### config.mk
export PLATFORM = sky130hd
export DESIGN_NAME = ex_mc_flat
export DESIGN_NICKNAME = d
export VERILOG_FILES = /design/src/rtl/ex_mc_if.sv /design/src/rtl/ex_mc.sv /design/src/flat_wrapper.sv
export SDC_FILE = /design/constraint.sdc
export NUM_CORES = 1
export LEC_CHECK = 0
export BUFFER_PORTS_ARGS = -buffer_cell sky130_fd_sc_hd__buf_2
export CAP_MARGIN = 10
export CORE_UTILIZATION = 30
export DETAILED_ROUTE_END_ITERATION = 8
export GPL_ROUTABILITY_DRIVEN = 0
export GPL_TIMING_DRIVEN = 0
export PLACE_DENSITY = 0.55
export SLEW_MARGIN = 20
export SYNTH_ARGS = -nofsm -noshare
export SYNTH_HDL_FRONTEND = slang
export SYNTH_SLANG_ARGS = --single-unit
### constraint.sdc
create_clock -name clk -period 3.4 [get_ports clk]
set_clock_uncertainty 0.15 [all_clocks]
set_input_delay 0.34 -clock clk [delete_from_list [all_inputs] [get_ports clk]]
set_output_delay 0.34 -clock clk [all_outputs]
set_load 0.05 [all_outputs]
### src/rtl/ex_mc_if.sv
// Bundles the execute-stage inputs from ID/EX and the registered results toward MEM.
interface ex_mc_if #(
    parameter int DATA_W     = 32,
    parameter int REG_ADDR_W = 5,
    parameter int ALUOP_W    = 8,
    parameter int ALUSEL_W   = 3
) ();
    logic                  valid_i;
    logic                  flush_i;
    logic [ALUOP_W-1:0]    aluop_i;
    logic [ALUSEL_W-1:0]   alusel_i;
    logic [DATA_W-1:0]     reg1_i;
    logic [DATA_W-1:0]     reg2_i;
    logic [REG_ADDR_W-1:0] wd_i;
    logic                  wreg_i;
    logic                  valid_o;
    logic [REG_ADDR_W-1:0] wd_o;
    logic                  wreg_o;
    logic [DATA_W-1:0]     wdata_o;
    logic                  whilo_o;
    logic [DATA_W-1:0]     hi_o;
    logic [DATA_W-1:0]     lo_o;
    logic                  stallreq_o;

    // Upstream side: presents instructions, observes results and stall
    modport master (
        output valid_i, flush_i, aluop_i, alusel_i, reg1_i, reg2_i, wd_i, wreg_i,
        input  valid_o, wd_o, wreg_o, wdata_o, whilo_o, hi_o, lo_o, stallreq_o
    );

    // Execute stage side
    modport slave (
        input  valid_i, flush_i, aluop_i, alusel_i, reg1_i, reg2_i, wd_i, wreg_i,
        output valid_o, wd_o, wreg_o, wdata_o, whilo_o, hi_o, lo_o, stallreq_o
    );
endinterface

### src/rtl/ex_mc.sv
// Registered execute stage: single-cycle logic/shift/arith ops plus an
// iterative unsigned multiply/divide unit that stalls the pipeline and
// writes HI/LO. The EX/MEM register is absorbed into this block.
module ex_mc #(
    parameter int DATA_W     = 32,
    parameter int REG_ADDR_W = 5,
    parameter int ALUOP_W    = 8,
    parameter int ALUSEL_W   = 3
) (
    input logic    clk,
    input logic    rst,
    ex_mc_if.slave bus
);
    localparam int SHAMT_W = $clog2(DATA_W);
    localparam int CNT_W   = $clog2(DATA_W);

    localparam logic [1:0] S_IDLE = 2'd0;
    localparam logic [1:0] S_BUSY = 2'd1;
    localparam logic [1:0] S_DONE = 2'd2;

    localparam logic [ALUOP_W-1:0] OP_AND   = ALUOP_W'(8'h24);
    localparam logic [ALUOP_W-1:0] OP_OR    = ALUOP_W'(8'h25);
    localparam logic [ALUOP_W-1:0] OP_XOR   = ALUOP_W'(8'h26);
    localparam logic [ALUOP_W-1:0] OP_NOR   = ALUOP_W'(8'h27);
    localparam logic [ALUOP_W-1:0] OP_SLL   = ALUOP_W'(8'h7C);
    localparam logic [ALUOP_W-1:0] OP_SRL   = ALUOP_W'(8'h02);
    localparam logic [ALUOP_W-1:0] OP_SRA   = ALUOP_W'(8'h03);
    localparam logic [ALUOP_W-1:0] OP_ADDU  = ALUOP_W'(8'h21);
    localparam logic [ALUOP_W-1:0] OP_SUBU  = ALUOP_W'(8'h23);
    localparam logic [ALUOP_W-1:0] OP_SLT   = ALUOP_W'(8'h2A);
    localparam logic [ALUOP_W-1:0] OP_MULTU = ALUOP_W'(8'h19);
    localparam logic [ALUOP_W-1:0] OP_DIVU  = ALUOP_W'(8'h1B);

    localparam logic [ALUSEL_W-1:0] SEL_LOGIC = ALUSEL_W'(3'b001);
    localparam logic [ALUSEL_W-1:0] SEL_SHIFT = ALUSEL_W'(3'b010);
    localparam logic [ALUSEL_W-1:0] SEL_ARITH = ALUSEL_W'(3'b100);

    logic [1:0]        state;
    logic [CNT_W-1:0]  cnt;
    logic              is_div;
    logic [DATA_W-1:0] work_hi;
    logic [DATA_W-1:0] work_lo;
    logic [DATA_W-1:0] operand_b;

    logic              is_mul_op;
    logic              is_div_op;
    logic              is_md_op;
    logic [SHAMT_W-1:0] shamt;
    logic [DATA_W-1:0] logic_res;
    logic [DATA_W-1:0] shift_res;
    logic [DATA_W-1:0] arith_res;
    logic [DATA_W-1:0] result;
    logic [DATA_W:0]   mul_sum;
    logic [DATA_W:0]   div_shift;
    logic [DATA_W:0]   div_diff;

    assign is_mul_op = (bus.aluop_i == OP_MULTU);
    assign is_div_op = (bus.aluop_i == OP_DIVU);
    assign is_md_op  = is_mul_op | is_div_op;
    assign shamt     = bus.reg1_i[SHAMT_W-1:0];

    // Hold the pipeline until the mul/div reaches DONE; a flush always releases it
    assign bus.stallreq_o = bus.valid_i & is_md_op & (state != S_DONE) & ~bus.flush_i;

    // Single-cycle result: compute each class, then pick by alusel
    always_comb begin
        logic_res = '0;
        shift_res = '0;
        arith_res = '0;
        result    = '0;
        case (bus.aluop_i)
            OP_AND:  logic_res = bus.reg1_i & bus.reg2_i;
            OP_OR:   logic_res = bus.reg1_i | bus.reg2_i;
            OP_XOR:  logic_res = bus.reg1_i ^ bus.reg2_i;
            OP_NOR:  logic_res = ~(bus.reg1_i | bus.reg2_i);
            default: logic_res = '0;
        endcase
        case (bus.aluop_i)
            OP_SLL:  shift_res = bus.reg2_i << shamt;
            OP_SRL:  shift_res = bus.reg2_i >> shamt;
            OP_SRA:  shift_res = DATA_W'($signed(bus.reg2_i) >>> shamt);
            default: shift_res = '0;
        endcase
        case (bus.aluop_i)
            OP_ADDU: arith_res = bus.reg1_i + bus.reg2_i;
            OP_SUBU: arith_res = bus.reg1_i - bus.reg2_i;
            OP_SLT:  arith_res = {{(DATA_W-1){1'b0}},
                                  ($signed(bus.reg1_i) < $signed(bus.reg2_i))};
            default: arith_res = '0;
        endcase
        case (bus.alusel_i)
            SEL_LOGIC: result = logic_res;
            SEL_SHIFT: result = shift_res;
            SEL_ARITH: result = arith_res;
            default:   result = '0;
        endcase
    end

    // One mul/div iteration: shift-add for multiply, restoring step for divide.
    // HI/LO working pair holds {partial product, multiplier} or {remainder, quotient}.
    always_comb begin
        mul_sum   = {1'b0, work_hi} + (work_lo[0] ? {1'b0, operand_b} : '0);
        div_shift = {work_hi, work_lo[DATA_W-1]};
        div_diff  = div_shift - {1'b0, operand_b};
    end

    // Mul/div sequencer: accept in IDLE, iterate DATA_W times in BUSY, present in DONE
    always_ff @(posedge clk or negedge rst) begin
        if (!rst) begin
            state     <= S_IDLE;
            cnt       <= '0;
            is_div    <= 1'b0;
            work_hi   <= '0;
            work_lo   <= '0;
            operand_b <= '0;
        end else if (bus.flush_i) begin
            state <= S_IDLE;
            cnt   <= '0;
        end else begin
            case (state)
                S_IDLE: begin
                    if (bus.valid_i && is_md_op) begin
                        is_div <= is_div_op;
                        cnt    <= '0;
                        if (is_div_op && (bus.reg2_i == '0)) begin
                            work_hi <= bus.reg1_i;
                            work_lo <= '1;
                            state   <= S_DONE;
                        end else begin
                            work_hi   <= '0;
                            work_lo   <= bus.reg1_i;
                            operand_b <= bus.reg2_i;
                            state     <= S_BUSY;
                        end
                    end
                end
                S_BUSY: begin
                    if (is_div) begin
                        if (!div_diff[DATA_W]) begin
                            work_hi <= div_diff[DATA_W-1:0];
                            work_lo <= {work_lo[DATA_W-2:0], 1'b1};
                        end else begin
                            work_hi <= div_shift[DATA_W-1:0];
                            work_lo <= {work_lo[DATA_W-2:0], 1'b0};
                        end
                    end else begin
                        {work_hi, work_lo} <= {mul_sum, work_lo[DATA_W-1:1]};
                    end
                    cnt <= cnt + CNT_W'(1);
                    if (cnt == CNT_W'(DATA_W-1)) begin
                        state <= S_DONE;
                    end
                end
                S_DONE:  state <= S_IDLE;
                default: state <= S_IDLE;
            endcase
        end
    end

    // EX/MEM output register: flush kills, stall inserts a bubble, DONE emits HI/LO
    always_ff @(posedge clk or negedge rst) begin
        if (!rst) begin
            bus.valid_o <= 1'b0;
            bus.wd_o    <= '0;
            bus.wreg_o  <= 1'b0;
            bus.wdata_o <= '0;
            bus.whilo_o <= 1'b0;
            bus.hi_o    <= '0;
            bus.lo_o    <= '0;
        end else if (bus.flush_i || bus.stallreq_o) begin
            bus.valid_o <= 1'b0;
            bus.wreg_o  <= 1'b0;
            bus.whilo_o <= 1'b0;
        end else if (state == S_DONE) begin
            bus.valid_o <= 1'b1;
            bus.wd_o    <= bus.wd_i;
            bus.wreg_o  <= 1'b0;
            bus.wdata_o <= '0;
            bus.whilo_o <= 1'b1;
            bus.hi_o    <= work_hi;
            bus.lo_o    <= work_lo;
        end else begin
            bus.valid_o <= bus.valid_i;
            bus.wd_o    <= bus.wd_i;
            bus.wreg_o  <= bus.wreg_i & bus.valid_i;
            bus.wdata_o <= result;
            bus.whilo_o <= 1'b0;
        end
    end
endmodule

### src/flat_wrapper.sv
// flat-port wrapper written by rule: the top's interface ports become plain ports
module ex_mc_flat 
#(
    parameter int DATA_W     = 32,
    parameter int REG_ADDR_W = 5,
    parameter int ALUOP_W    = 8,
    parameter int ALUSEL_W   = 3
)
  (clk, rst, bus_valid_i, bus_flush_i, bus_aluop_i, bus_alusel_i, bus_reg1_i, bus_reg2_i, bus_wd_i, bus_wreg_i, bus_valid_o, bus_wd_o, bus_wreg_o, bus_wdata_o, bus_whilo_o, bus_hi_o, bus_lo_o, bus_stallreq_o);
  ex_mc_if #(.DATA_W(DATA_W), .REG_ADDR_W(REG_ADDR_W), .ALUOP_W(ALUOP_W), .ALUSEL_W(ALUSEL_W)) bus_i ();
  input logic clk;
  input logic rst;
  input wire logic [$bits(bus_i.valid_i)-1:0] bus_valid_i;
  input wire logic [$bits(bus_i.flush_i)-1:0] bus_flush_i;
  input wire logic [$bits(bus_i.aluop_i)-1:0] bus_aluop_i;
  input wire logic [$bits(bus_i.alusel_i)-1:0] bus_alusel_i;
  input wire logic [$bits(bus_i.reg1_i)-1:0] bus_reg1_i;
  input wire logic [$bits(bus_i.reg2_i)-1:0] bus_reg2_i;
  input wire logic [$bits(bus_i.wd_i)-1:0] bus_wd_i;
  input wire logic [$bits(bus_i.wreg_i)-1:0] bus_wreg_i;
  output wire logic [$bits(bus_i.valid_o)-1:0] bus_valid_o;
  output wire logic [$bits(bus_i.wd_o)-1:0] bus_wd_o;
  output wire logic [$bits(bus_i.wreg_o)-1:0] bus_wreg_o;
  output wire logic [$bits(bus_i.wdata_o)-1:0] bus_wdata_o;
  output wire logic [$bits(bus_i.whilo_o)-1:0] bus_whilo_o;
  output wire logic [$bits(bus_i.hi_o)-1:0] bus_hi_o;
  output wire logic [$bits(bus_i.lo_o)-1:0] bus_lo_o;
  output wire logic [$bits(bus_i.stallreq_o)-1:0] bus_stallreq_o;
  assign bus_i.valid_i = bus_valid_i;
  assign bus_i.flush_i = bus_flush_i;
  assign bus_i.aluop_i = bus_aluop_i;
  assign bus_i.alusel_i = bus_alusel_i;
  assign bus_i.reg1_i = bus_reg1_i;
  assign bus_i.reg2_i = bus_reg2_i;
  assign bus_i.wd_i = bus_wd_i;
  assign bus_i.wreg_i = bus_wreg_i;
  assign bus_valid_o = bus_i.valid_o;
  assign bus_wd_o = bus_i.wd_o;
  assign bus_wreg_o = bus_i.wreg_o;
  assign bus_wdata_o = bus_i.wdata_o;
  assign bus_whilo_o = bus_i.whilo_o;
  assign bus_hi_o = bus_i.hi_o;
  assign bus_lo_o = bus_i.lo_o;
  assign bus_stallreq_o = bus_i.stallreq_o;
  ex_mc #(.DATA_W(DATA_W), .REG_ADDR_W(REG_ADDR_W), .ALUOP_W(ALUOP_W), .ALUSEL_W(ALUSEL_W)) u_core (.clk(clk), .rst(rst), .bus(bus_i));
endmodule
==> results of run 1 <==
-- through the flow --
stage               util, %  hold WS (ns)  setup TNS (ns)
floorplan                 -       -0.1056               0
global route          36.44       0.02616          -1.663
finish                36.44       0.03761         -0.3771
CTS                   35.64       0.01390         -0.2789
global placement      33.47        0.2964         -491.23
detailed placement    33.56       0.09134          -54.28
-- cells by family (layout without fill, tap and decap cells) --
logic type | Yosys count | after routing | synth area share (%)
buf+inv | 376 | 643 | 6.955
fa+ha+maj | 169 | 169 | 9.772
flops | 208 | 208 | 23.72
xor+xnor | 87 | 87 | 3.472
mux | 278 | 278 | 16.81
simple gates | 716 | 716 | 15.08
compound gates | 861 | 861 | 24.20
-- final cells by class --
cell class / count / area [um2]
plain buffers: 179 / 848.3
clock buffers: 29 / 670.6
clock inverters: 17 / 187.7
fillers: 7446 / 45750
inverters: 171 / 660.6
multi-input cells: 2111 / 15970
flip-flops and latches: 208 / 5215
well taps: 950 / 1189
repair buffers: 247 / 1489
-- timing repair --
item                                    in CTS  in global routing
endpoints found under the setup margin      58                 50
endpoints found under the hold margin      122                  0
setup buffers                               20                 25
resized for setup                          108                105
pin swaps                                   30                 44
hold buffers                                10                  0
cloned                                       1                  1
-- synthesized netlist by cell type (26+ instances only) --
cell type	number	share of area [%]
ha_1	165	9.4
mux2i_1	133	6.1
a211oi_1	41	1.4
a21o_1	30	1.0
nor2_1	275	4.7
o21ai_0	203	4.6
and2_1	40	1.1
nor4_1	26	0.74
nand2_1	170	2.9
mux2_2	76	3.9
xnor2_1	62	2.5
a21oi_1	314	7.2
nand3_1	47	1.1
clkbuf_1	148	2.5
inv_1	169	2.9
dfrtp_1	208	24
nor2b_1	27	0.77
nor3_1	39	0.89
a31oi_1	26	0.74
mux4_2	64	6.6
buf_2	31	0.71
-- power by group --
group,switching [uW],leakage [uW],internal (uW)
Combinational,2570,0.00862,1800
Clock,1240,0.000427,1650
Sequential,167,0.00280,2590
Total,3980,0.0118,6040
-- worst min-delay path, cell delays in order --
cell and delay [ns]:
buf_2 0.18, a21oi_1 0.14, a21oi_1 0.07
-- registers in the layout, summed over array words and instances (netlist names), 2 cells and up --
register	flops
u_core.bus.lo_o	32
u_core.work_hi	32
u_core.bus.hi_o	32
u_core.cnt	5
u_core.bus.wd_o	5
u_core.work_lo	32
u_core.state	2
u_core.bus.wdata_o	32
u_core.operand_b	32
-- layer usage --
metal | share of wire [%] | GRT usage, % | up-vias
met5 | 0.086 | 0 | -
met4 | 6.3 | 14.58 | 12
met3 | 10 | 5.986 | 301
met2 | 42 | 38.08 | 1374
met1 | 42 | 35.16 | 11220
li1 | - | - | 10280
-- layout by cell type (no fill, tap or decap), types with 44 or more instances in the layout --
cell | synthesis | routed
mux2_2 | 76 | 73
buf_2 | 31 | 215
inv_1 | 169 | 165
a21oi_1 | 314 | 300
buf_4 | 7 | 49
mux4_2 | 64 | 64
mux2i_1 | 133 | 132
nand3_1 | 47 | 44
nor2_1 | 275 | 270
ha_1 | 165 | 148
o21ai_0 | 203 | 184
xnor2_1 | 62 | 61
nand2_1 | 170 | 168
dfrtp_1 | 208 | 200
clkbuf_1 | 148 | 118
-- how the worst max path moves through the flow --
stage / from / to / cells past startpoint
6_report: u_core.work_lo[0]$_DFFE_PN0P_ / u_core.work_hi[16]$_DFFE_PN0P_ / 13
5_1_grt: u_core.work_lo[0]$_DFFE_PN0P_ / u_core.work_hi[16]$_DFFE_PN0P_ / 13
4_1_cts: u_core.operand_b[0]$_DFFE_PN0P_ / u_core.work_hi[9]$_DFFE_PN0P_ / 15
3_5_place_dp: bus_reg1_i[3] / u_core.bus.wdata_o[29]$_DFFE_PN0P_ / 16
3_3_place_gp: rst / u_core.bus.hi_o[27]$_DFFE_PN0P_ / 1
2_1_floorplan: bus_reg1_i[2] / u_core.bus.wdata_o[28]$_DFFE_PN0P_ / 15
==> impl_metrics.toml, run 1 <==
[timing]
period_share_pct = 104.0
timing_hold_violations_final = 0
worst_pin_slew_ns = 0.9921
finalSetupViolCount = 8
fin_ws_ns = -0.1348
max_freq_mhz = 282.9
fin_crit_ns = 3.535
finalMaxSlewViolations = 0
slew_headroom_pct = 33.86
rsz0062_at_grt = "true"

[run_status]
violations = "negative setup slack"
status = "finished with violations"

[critical_path]
cp_cell_sequence = "buf_4 -> and2_1 -> ha_2 -> o211ai_1 -> a2111oi_0 -> a221o_1 -> a21o_1 -> a311oi_2 -> buf_4 -> xor2_2 -> o21ai_1 -> a21oi_1 -> nor3_2"
arrival_ns = 3.87
reg2reg_depth = 13
cp_common_cell = "buf_4"
cp_max_fo = 4
worstSetupPathType = "reg2reg"
r2r_setup_slack_ns = -0.13
slowest_stage = "a2111oi_0"
crit_buf_inv = 2
cp_top_family = "compound AO/OA/AOI/OAI gates"
crit_required_ns = 3.73
endpoint_kind = "register"
startpoint_type = "register"
cpPeakStageDelay_ns = 0.63
r2r_start = "u_core.work_lo[0]$_DFFE_PN0P_"
worst_r2r_endpoint = "u_core.work_hi[16]$_DFFE_PN0P_"

[place]
pre_cts_slack_ns = -1.553
dpl-instance-area_mm2 = 0.02416
place_inst = 3835
place.detailed.hpwl_um = 77960
io_buffer_count = 188

[drt]
drc = 0
wirelength_um = 100000
vias_per_cell = 5.926
ant_nets = 0
vias = 23180
first_pass_iters = 6
drtIter0Drc = 2672
wl_per_cell_um = 25.56

[floorplan]
die_h_um = 272.5
io_pins = 190
die_w_um = 272.5
initial_core_util_pct = 30.49
rows = 98
core_mm2 = 0.07198
die_area_mm2 = 0.07424

[logic_synthesis]
yosys_warnings = 0
synth_ff_type = "dfrtp_1"
synth_edf_count = 0
netlist_area_mm2 = 0.02195
ys_types = 94
synth_cells = 2695
syn_area_per_cell_um2 = 8.143
ys_seq_area_share_pct = 23.72
synthesis.nets = 2949
async_flop_share_pct = 100.0
ys_ff_latch = 208

[global_route]
grt_pass1_vias = 21720
grt_pass1_wl_um = 145500
grt_max_degree = 95
grtUsageTotal_pct = 26.05
grt_overflow = 0
antenna_found_initial = 7

[clock_tree]
clock_tree.buffer_depth = 3
root_buffer = "clkbuf_16"
numClockSinks = 208
htreeDepth = 1
clk_pin_slew_ns = 0.07
worstSkewPairLatency_ns = 0.58
cts_tree = "built"
cts_buffers = 25

[hold_path]
hold_depth = 3
hold_path_class = "in2reg"
hp-start = "bus_reg1_i[5]"
holdPathEnd = "u_core.work_lo[5]$_DFFE_PN0P_"

[final_layout]
layoutNonFillerInstCount = 3912
final_nets = 3197
synthToLayoutAreaGrowth_pct = 19.53
antenna_cells = 0
fin_area_mm2 = 0.02623
drive_above_1_share_pct = 20.86

[pwr]
p_leak_uw = 0.01185
p_total_uw = 10020
ir_drop_mv = 0.3836
powerDensity_mw_per_mm2 = 381.9

[flow_run]
cap_violations = 0
Power figures use the tool's default switching activity.
==> run 2: changes to the inputs <==
--- a/config.mk
+++ b/config.mk
@@ -11,7 +11,9 @@
 export DETAILED_ROUTE_END_ITERATION = 8
 export GPL_ROUTABILITY_DRIVEN = 0
 export GPL_TIMING_DRIVEN = 0
+export MAX_ROUTING_LAYER = met4
 export PLACE_DENSITY = 0.55
+export SETUP_SLACK_MARGIN = 0.05
 export SLEW_MARGIN = 20
 export SYNTH_ARGS = -nofsm -noshare
 export SYNTH_HDL_FRONTEND = slang
==> run 2 against run 1 <==
Effect of this change:
- the run still ends with negative setup slack left
- setup slack improved by 0.038 ns
- sequential cell count unchanged
- critical path depth increased by 2
- sequential power about the same
- die area unchanged
- combinational power about the same
- utilization increased by 0.27 points
- critical endpoint is now u_core.work_hi[9]$_DFFE_PN0P_
- wire length increased by 0.23%
- non-clock buffer count increased by 2
- maximum frequency increased by 1.1%
- total power increased by 1.1%
- final cell count increased by 0.15%
==> impl_metrics.toml, run 2 (synthesis gave the netlist of run 1 again) <==
[clock_tree]
root_buffer = "clkbuf_16"
clock_tree.buffer_depth = 3
htreeDepth = 1
cts_buffers = 25
clk_pin_slew_ns = 0.07
cts_tree = "built"
numClockSinks = 208
worstSkewPairLatency_ns = 0.59

[global_route]
grt_overflow = 0
grt_max_degree = 90
grt_pass1_wl_um = 146200
antenna_found_initial = 6
grtUsageTotal_pct = 26.98
grt_pass1_vias = 21780

[critical_path]
arrival_ns = 3.81
startpoint_type = "register"
cp_max_fo = 5
endpoint_kind = "register"
crit_required_ns = 3.71
worstSetupPathType = "reg2reg"

[place]
io_buffer_count = 188
place_inst = 3835
place.detailed.hpwl_um = 77880
pre_cts_slack_ns = -1.596

[timing]
holdWs_ns = 0.03992
period_share_pct = 102.8
max_freq_mhz = 286.0
slew_headroom_pct = 25.07
fin_crit_ns = 3.497
finalMaxSlewViolations = 0
fin_ws_ns = -0.09675
timing_hold_violations_final = 0
finalSetupViolCount = 19
worst_pin_slew_ns = 1.124
rsz0062_at_grt = "true"

[final_layout]
drive_above_1_share_pct = 21.22
mostFrequentLayoutCell = "a21oi_1"
layout_common_cells = "a21oi_1, nor2_1, buf_2"
final_nets = 3199
layoutNonFillerInstCount = 3918
synthToLayoutAreaGrowth_pct = 20.40

[floorplan]
die_area_mm2 = 0.07424
io_pins = 190
die_h_um = 272.5
core_mm2 = 0.07198
rows = 98
die_w_um = 272.5
initial_core_util_pct = 30.49

[drt]
vias = 23170
vias_per_cell = 5.913
drc = 0
ant_nets = 0
first_pass_iters = 7
wirelength_um = 100200
drtIter0Drc = 2956
wl_per_cell_um = 25.58

[pwr]
powerDensity_mw_per_mm2 = 383.2
ir_drop_mv = 0.3989
p_leak_uw = 0.01191

[hold_path]
hold_path_class = "in2reg"

[flow_run]
cap_violations = 0

[run_status]
status = "finished with violations"
violations = "negative setup slack"
## run 2: layer usage
layer / GRT usage (%) / up-vias / wire [um]
li1: - / 10290 / -
met3: 5.863 / 290 / 10500
met4: 14.24 / 0 / 6305
met2: 38.66 / 1398 / 41910
met5: - / - / 0
met1: 35.27 / 11190 / 41510
## run 2: per-stage QoR
| stage | total power [uW] | setup TNS (ns) | util [%] | instance area, um2 |
|---|---|---|---|---|
| after floorplan | 5175 | 0 | - | 21960 |
| after global placement | 6376 | -488.89 | 33.47 | 24090 |
| after detailed placement | 6377 | -56.34 | 33.56 | 24160 |
| after CTS | 9963 | -0.1228 | 36.09 | 25980 |
| after global routing | 10520 | -2.298 | 36.71 | 26420 |
| final | 10120 | -0.6865 | 36.71 | 26420 |
## run 2: path summary, 6_finish.rpt
path                                                      to                         startpoint  depth (start not counted)  slack (ns)
min reg2reg                u_core.bus.wdata_o[3]$_DFFE_PN0P_  u_core.bus.wdata_o[3]$_DFFE_PN0P_                          2        0.31
min in group asynchronous  u_core.bus.wdata_o[3]$_DFFE_PN0P_                                rst                          2        0.08
min                        u_core.bus.wdata_o[0]$_DFFE_PN0P_                    bus_alusel_i[2]                          3        0.04
max                            u_core.work_hi[9]$_DFFE_PN0P_    u_core.operand_b[0]$_DFFE_PN0P_                         15        -0.1
max in group asynchronous     u_core.work_hi[21]$_DFFE_PN0P_                                rst                          4        1.80
max reg2reg                    u_core.work_hi[9]$_DFFE_PN0P_    u_core.operand_b[0]$_DFFE_PN0P_                         15        -0.1
## run 2: timing repair
item,CTS,global route
pin swaps,48,35
endpoints found under the setup margin,58,50
endpoints found under the hold margin,134,0
resized for setup,148,88
cloned,3,0
hold buffers,9,0
setup buffers,26,18
## run 2: power by group
group | total [uW] | internal [uW] | switching [uW]
logic | 4380 | 1800 | 2580
registers | 2760 | 2590 | 172
clock network | 2980 | 1770 | 1210
total | 10100 | 6160 | 3960
## run 2: area by class of cell
type	count	area, um2
tap	950	1189
antenna	4	10.01
multi-input combinational	2111	16060
clock inverter	14	195.2
clock buffer	32	701.9
timing repair buffer	246	1498
inverter	171	659.4
sequential	208	5215
buffer	182	893.4
fill	7483	45550
## run 2: worst max-delay path, cell delays in order, from the launching register on
cell      delay [ns]
dfrtp_1         0.44
ha_4            0.20
fa_2            0.37
nor2b_4         0.19
o31ai_4         0.11
a211oi_2        0.23
buf_4           0.17
o21ba_4         0.17
a21oi_4         0.08
nor2_4          0.12
xor2_2          0.16
buf_6           0.17
buf_12          0.15
mux2i_4         0.25
a21oi_2         0.07
a311o_1         0.34
